===== src/rtl/wb_arbiter_scoreboard_pkg.sv =====
// ----------------------------------------------------------------------------
// wb_arbiter_scoreboard_pkg
// Shared types and constants for the writeback arbiter / busy-bit scoreboard.
//   REG_ADDR_W : register address width
//   XLEN       : register data width
//   NREG       : architectural register count (register 0 reads as zero)
//   unit_sel_e : which writeback unit (ALU or LSU)
//   wb_req_t   : one writeback request {rd, data}
// ----------------------------------------------------------------------------
package wb_arbiter_scoreboard_pkg;

    localparam int REG_ADDR_W = 5;
    localparam int XLEN       = 64;
    localparam int NREG       = 32;

    typedef enum logic {
        SEL_ALU = 1'b0,
        SEL_LSU = 1'b1
    } unit_sel_e;

    typedef struct packed {
        logic [REG_ADDR_W-1:0] rd;
        logic [XLEN-1:0]       data;
    } wb_req_t;

endpackage


===== src/rtl/wb_arbiter_scoreboard_rr_arbiter2.sv =====
// ----------------------------------------------------------------------------
// rr_arbiter2
// Two-way round-robin arbiter with a last-grant pointer. On a tie the unit
// that was not granted last wins; a lone requester is always granted.
//   clk, rst  : clock, asynchronous active-high reset (pointer -> LSU, so the
//               ALU wins the first tie)
//   en        : arbitration enable; when low no grant is issued
//   req_alu   : ALU requests
//   req_lsu   : LSU requests
//   gnt_alu   : ALU granted this cycle
//   gnt_lsu   : LSU granted this cycle
// ----------------------------------------------------------------------------
module rr_arbiter2
    import wb_arbiter_scoreboard_pkg::*;
(
    input  logic clk,
    input  logic rst,
    input  logic en,
    input  logic req_alu,
    input  logic req_lsu,
    output logic gnt_alu,
    output logic gnt_lsu
);

    unit_sel_e last_q;

    // NOTE: every output of a combinational block gets a default first, so no
    // path through the if/else can leave it unassigned and infer a latch.
    always_comb begin
        gnt_alu = 1'b0;
        gnt_lsu = 1'b0;
        if (en) begin
            if (req_alu && req_lsu) begin
                gnt_alu = (last_q == SEL_LSU);
                gnt_lsu = (last_q == SEL_ALU);
            end else begin
                gnt_alu = req_alu;
                gnt_lsu = req_lsu;
            end
        end
    end

    // NOTE: sequential state uses non-blocking assignments so every flop
    // samples pre-edge values, independent of block ordering.
    always_ff @(posedge clk or posedge rst) begin
        if (rst) begin
            last_q <= SEL_LSU;
        end else if (gnt_alu) begin
            last_q <= SEL_ALU;
        end else if (gnt_lsu) begin
            last_q <= SEL_LSU;
        end
    end

endmodule


===== src/rtl/wb_arbiter_scoreboard.sv =====
// ----------------------------------------------------------------------------
// wb_arbiter_scoreboard
// Shares the single register-file write port between the ALU and LSU
// writeback streams (round-robin, one grant per cycle, one-cycle registered
// output stage) and tracks pending destination registers in a busy-bit
// scoreboard used by decode for source hazards and WAW back-pressure.
//   clk, rst                 : clock, asynchronous active-high reset
//   flush                    : drop all tracking and the next staged write
//   issue_valid/rd/ready     : decode issue handshake and destination
//   rs1_addr/rs2_addr        : source hazard queries
//   rs1_busy/rs2_busy        : source has a pending write (never for x0)
//   alu_valid/rd/data/ready  : ALU writeback request and grant
//   lsu_valid/rd/data/ready  : LSU writeback request and grant
//   rf_write_en/rd_addr/data : registered register-file write port
//   outstanding              : tracked in-flight write count
//   wb_err                   : sticky, writeback hit a non-busy register
// ----------------------------------------------------------------------------
module wb_arbiter_scoreboard
    import wb_arbiter_scoreboard_pkg::*;
#(
    parameter int XLEN            = wb_arbiter_scoreboard_pkg::XLEN,
    parameter int NREG            = wb_arbiter_scoreboard_pkg::NREG,
    parameter int MAX_OUTSTANDING = 8
) (
    input  logic                  clk,
    input  logic                  rst,
    input  logic                  flush,
    input  logic                  issue_valid,
    input  logic [REG_ADDR_W-1:0] issue_rd,
    output logic                  issue_ready,
    input  logic [REG_ADDR_W-1:0] rs1_addr,
    input  logic [REG_ADDR_W-1:0] rs2_addr,
    output logic                  rs1_busy,
    output logic                  rs2_busy,
    input  logic                  alu_valid,
    input  logic [REG_ADDR_W-1:0] alu_rd,
    input  logic [XLEN-1:0]       alu_data,
    output logic                  alu_ready,
    input  logic                  lsu_valid,
    input  logic [REG_ADDR_W-1:0] lsu_rd,
    input  logic [XLEN-1:0]       lsu_data,
    output logic                  lsu_ready,
    output logic                  rf_write_en,
    output logic [REG_ADDR_W-1:0] rf_rd_addr,
    output logic [XLEN-1:0]       rf_rd_data,
    output logic [4:0]            outstanding,
    output logic                  wb_err
);

    logic [NREG-1:0]       busy_q, busy_d;
    logic [4:0]            outstanding_q, outstanding_d;
    logic                  wb_err_q, wb_err_d;
    logic                  stage_valid_q;
    logic [REG_ADDR_W-1:0] stage_addr_q;
    logic [XLEN-1:0]       stage_data_q;

    logic                  gnt_alu, gnt_lsu, grant;
    logic [REG_ADDR_W-1:0] sel_rd;
    logic [XLEN-1:0]       sel_data;
    logic                  issue_fire;

    // ---------------------------------------------------------------- arbiter
    rr_arbiter2 u_arb (
        .clk     (clk),
        .rst     (rst),
        .en      (!flush),
        .req_alu (alu_valid),
        .req_lsu (lsu_valid),
        .gnt_alu (gnt_alu),
        .gnt_lsu (gnt_lsu)
    );

    assign alu_ready = gnt_alu;
    assign lsu_ready = gnt_lsu;
    assign grant     = gnt_alu | gnt_lsu;
    assign sel_rd    = gnt_alu ? alu_rd   : lsu_rd;
    assign sel_data  = gnt_alu ? alu_data : lsu_data;

    // -------------------------------------------------------------- queries
    // Reads come straight from registered state: a write staged this cycle is
    // not bypassed, so its register still reads busy until the next cycle.
    assign rs1_busy    = busy_q[rs1_addr] & (rs1_addr != '0);
    assign rs2_busy    = busy_q[rs2_addr] & (rs2_addr != '0);
    assign issue_ready = !flush
                       & ((issue_rd == '0) | !busy_q[issue_rd])
                       & (outstanding_q < 5'(MAX_OUTSTANDING));
    assign issue_fire  = issue_valid & issue_ready & (issue_rd != '0);

    // ---------------------------------------------------- scoreboard update
    always_comb begin
        busy_d        = busy_q;
        outstanding_d = outstanding_q;
        wb_err_d      = wb_err_q;

        // Retire the staged write; a write to a non-busy register is still
        // performed but flagged, and the counter is left alone (no underflow).
        if (stage_valid_q) begin
            if (busy_q[stage_addr_q]) begin
                busy_d[stage_addr_q] = 1'b0;
                outstanding_d        = outstanding_d - 5'd1;
            end else begin
                wb_err_d = 1'b1;
            end
        end

        // Applied after the retire so a new pending write on the same register
        // (possible only after an erroneous writeback) stays tracked.
        if (issue_fire) begin
            busy_d[issue_rd] = 1'b1;
            outstanding_d    = outstanding_d + 5'd1;
        end

        if (flush) begin
            busy_d        = '0;
            outstanding_d = '0;
        end
    end

    // NOTE: busy bits are a flop vector, not a RAM, so a full async reset is
    // legal and required: reset must drop every pending write.
    always_ff @(posedge clk or posedge rst) begin
        if (rst) begin
            busy_q        <= '0;
            outstanding_q <= '0;
            wb_err_q      <= 1'b0;
            stage_valid_q <= 1'b0;
            stage_addr_q  <= '0;
            stage_data_q  <= '0;
        end else begin
            busy_q        <= busy_d;
            outstanding_q <= outstanding_d;
            wb_err_q      <= wb_err_d;
            // Grants are already suppressed during flush; an x0 grant is
            // consumed without producing a write.
            stage_valid_q <= grant && (sel_rd != '0);
            if (grant && (sel_rd != '0)) begin
                stage_addr_q <= sel_rd;
                stage_data_q <= sel_data;
            end
        end
    end

    assign rf_write_en = stage_valid_q;
    assign rf_rd_addr  = stage_addr_q;
    assign rf_rd_data  = stage_data_q;
    assign outstanding = outstanding_q;
    assign wb_err      = wb_err_q;

endmodule


===== config.mk =====
export PLATFORM = sky130hd
export DESIGN_NAME = wb_arbiter_scoreboard
export DESIGN_NICKNAME = d
export VERILOG_FILES = /design/src/rtl/wb_arbiter_scoreboard_pkg.sv /design/src/rtl/wb_arbiter_scoreboard_rr_arbiter2.sv /design/src/rtl/wb_arbiter_scoreboard.sv
export SDC_FILE = /design/constraint.sdc
export NUM_CORES = 1
export LEC_CHECK = 0
export CORE_MARGIN = 10
export CORE_UTILIZATION = 34
export CTS_CLUSTER_SIZE = 28
export DETAILED_ROUTE_END_ITERATION = 8
export RECOVER_POWER = 25
export SLEW_MARGIN = 10
export SYNTH_ARGS = -nofsm -noshare
export SYNTH_HDL_FRONTEND = slang
export SYNTH_HIERARCHICAL = 1
export SYNTH_SLANG_ARGS = --single-unit

===== constraint.sdc =====
create_clock -name clk -period 4.58 [get_ports clk]
set_input_delay 0.687 -clock clk [delete_from_list [all_inputs] [get_ports clk]]
set_output_delay 0.687 -clock clk [all_outputs]
set_load 0.01 [all_outputs]

==> impl_metrics.tcl <==
set metrics [dict create \
    status "complete, but fails checks" \
    violations "capacitance limit, slew limit" \
    regToRegSetupSlack_ns 1.51 \
    grt.met3_usage 0.0718 \
    cp.required_ns 3.89 \
    route.detailed.drc 0 \
    clock-sinks 109 \
    synth_cell_types 60 \
    firstDrtPassIters 5 \
    synth-seq-cells 109 \
    cpMostUsedCell "clkdlybuf4s50_1" \
    finalSetupViolCount 0 \
    drtIter0Drc 528 \
    drv_slew 80 \
    crit_fanout 17 \
    top_usage_layer "met2" \
    yosys_warnings 6 \
    clock-root-buffer "clkbuf_16" \
    yosys_most_used_dff "dfrtp_1" \
    fin_area_mm2 0.00934 \
    insertion_delay_ns 0.37 \
    power_leakage_nw 3.65 \
    max_stage_delay_ns 0.69 \
    cts_tree "built" \
    endpoint_kind "output port" \
    gp_congestion 0.926 \
    ant_nets 0 \
    use_met2 0.331 \
    tightestPinTransition_ns 2.24 \
    setup_tns_ns 0 \
    routedWlPerCell_um 23.3 \
    postCtsHoldBufs 0 \
    grt_util_met1 0.242 \
    start_util 0.344 \
    finish.utilization 0.501 \
    cts_resized 0 \
    crit_arrival_ns 3.36 \
    reg2regPathDepth 7 \
    yosysSeqAreaShare 0.425 \
    vias 6065 \
    clock_path_buffers 2 \
    path_cells "clkdlybuf4s50_1, inv_1, o221ai_1, a22oi_1, nand2_1, a21boi_0, clkdlybuf4s50_1" \
    std_cell_rows 50 \
    layout_min_cycle_time_ns 4.05 \
    clkTransAtPathRegs_ns 0.08 \
    nets 1019 \
    dieArea_mm2 0.0248 \
    detailed_place_hpwl_um 20100 \
    start_kind "input port" \
    coreArea_mm2 0.0186 \
    cts-buffers-inserted 9 \
    ir_worst_vdd_v 0.000211 \
    synth-edff-count 0 \
    finalHoldViolations 0 \
    synth_nets 807 \
    synth_cells 646 \
    die_h_um 157 \
    hold_path_class "reg2reg" \
    postCtsSetupBuffers 0 \
    grt_usage 0.203 \
    drive_gt1_frac 0.0718 \
    num_io_pins 240 \
    grt_pass1_wl_um 38600 \
    antenna_found_initial 2 \
    critPathKind "in2out" \
    rsz0062_at_grt "no" \
    power_mw 3.28 \
    drv_cap 2 \
    synth-async-reset-ratio 1.00 \
    portBuffers 239 \
    die_w_um 157 \
    fin_worst_hold_slack_ns 0.469 \
    routed_wl_um 25600 \
    h-tree-depth 3 \
    grt_max_degree 92 \
    slowest_stage "clkdlybuf4s50_1" \
    p_per_area_mw_per_mm2 351 \
    relSlewSlack -0.503 \
    drt-vias-per-instance 5.52 \
    grt_pass1_vias 6363 \
    synth_area_per_cell_um2 9.94 \
    fmax_mhz 247 \
    syn-cell-area_mm2 0.00642 \
    area_growth_pct 45.5 \
    place_area_mm2 0.00902 \
    min_period_over_period 0.884 \
    whs_path_depth 1 \
    fin_skew_ns 0.0157 \
    grt-ovfl-total 0 \
]
==> synth_stat cells, types with 3 or more instances <==
library cell / n / area [um2]
nand4_1: 5 / 31.3
clkbuf_1: 41 / 154
a211o_1: 3 / 26.3
nand2b_1: 3 / 18.8
a21oi_1: 73 / 365
buf_2: 5 / 25.0
nand3_1: 14 / 70.1
mux2i_1: 101 / 1010
mux2_2: 4 / 45.0
o22ai_1: 4 / 25.0
nor3_1: 6 / 30.0
nor2_1: 73 / 274
mux4_2: 18 / 405
or3b_2: 4 / 35.0
nand2_1: 37 / 139
xnor2_1: 3 / 26.3
nor4_1: 8 / 50.1
and3_1: 5 / 31.3
or3_1: 6 / 37.5
or4_1: 4 / 30.0
nor3b_1: 3 / 22.5
o31ai_1: 3 / 22.5
dfrtp_1: 108 / 2700
inv_1: 14 / 52.6
nand3b_1: 6 / 45.0
o21ai_0: 25 / 125
o221ai_1: 13 / 114
o211ai_1: 17 / 128
==> cells by family (layout without fill, tap and decap cells) <==
family / Yosys count / after routing / share of synthesized area
flip-flops: 109 / 109 / 0.425
multiplexers: 123 / 123 / 0.228
buffers and inverters: 63 / 280 / 0.0396
AND/OR/NAND/NOR: 186 / 186 / 0.142
AO/OA/AOI/OAI: 159 / 159 / 0.154
XOR/XNOR: 4 / 4 / 0.00760
adder cells (fa/ha/maj): 2 / 2 / 0.00390
other: 0 / 1 / 0
==> worst paths after layout <==
path                                      startpoint                         end
min                               wb_err$_DFFE_PP0P_          wb_err$_DFFE_PP0P_
max reg2reg                rf_rd_addr[4]$_DFFE_PP0P_         busy_q[7]$_DFF_PP0_
max                                      issue_rd[3]                 issue_ready
min in group asynchronous                        rst    u_arb/last_q$_DFFE_PP1P_
min reg2reg                       wb_err$_DFFE_PP0P_          wb_err$_DFFE_PP0P_
max in group asynchronous                        rst  rf_rd_data[25]$_DFFE_PP0P_
==> area by class of cell <==
cell class                 count  area (um2)
clock buffer                  10         239
inverter                      14        53.8
clock inverter                 6        82.6
multi-input combinational    474        3460
tap                          234         293
timing repair buffer         250        2480
antenna                        1        2.50
sequential                   109        2730
fill                        1707        9300
==> stage by stage <==
| stage | setup WS (ns) | instances |
|---|---|---|
| final | 0.531 | 1098 |
| after global routing | 0.397 | 1098 |
| after CTS | 0.596 | 1097 |
| after detailed placement | 0.601 | 1081 |
| after global placement | 0.633 | 1081 |
| after floorplan | 1.05 | 646 |
==> report_power, final <==
part	total [mW]	leakage (nW)	switching, mW	internal, mW
Clock	0.852	0.154	0.402	0.451
Combinational	1.17	2.19	0.568	0.598
Sequential	1.26	1.30	0.147	1.12
==> flip-flops by register name (all words and copies together) (netlist names) <==
register	count
rf_write_en	1
wb_err	1
rf_rd_addr	5
rf_rd_data	64
outstanding	5
busy_q	32
u_arb/last_q	1
==> cells in the final DEF (no fill, tap or decap), types with 4 or more instances in the layout <==
| master | n |
|---|---|
| or4_1 | 4 |
| nand3b_1 | 6 |
| nor2_1 | 73 |
| and3_1 | 5 |
| o221ai_1 | 13 |
| o22ai_1 | 4 |
| nand4_1 | 5 |
| or3b_2 | 4 |
| clkbuf_16 | 9 |
| a21oi_1 | 72 |
| dfrtp_1 | 108 |
| mux2_2 | 4 |
| or3_1 | 6 |
| o21ai_0 | 24 |
| buf_4 | 9 |
| o211ai_1 | 17 |
| inv_1 | 13 |
| clkdlybuf4s50_1 | 238 |
| nand2_1 | 37 |
| nand3_1 | 14 |
| mux4_2 | 18 |
| mux2i_1 | 101 |
| nor4_1 | 8 |
| nor3_1 | 6 |
==> worst max-delay path: cells and delay by family <==
| family | cells | cell delay, ns |
|---|---|---|
| buf+inv | 3 | 1.71 |
| compound gates | 3 | 0.82 |
| simple gates | 1 | 0.14 |
==> layer usage <==
metal	routed length, um	share of wire
met1	10100	0.39
met2	12400	0.49
met5	13	0.00051
met4	635	0.025
met3	2440	0.096
(Power assumes the default switching activity.)
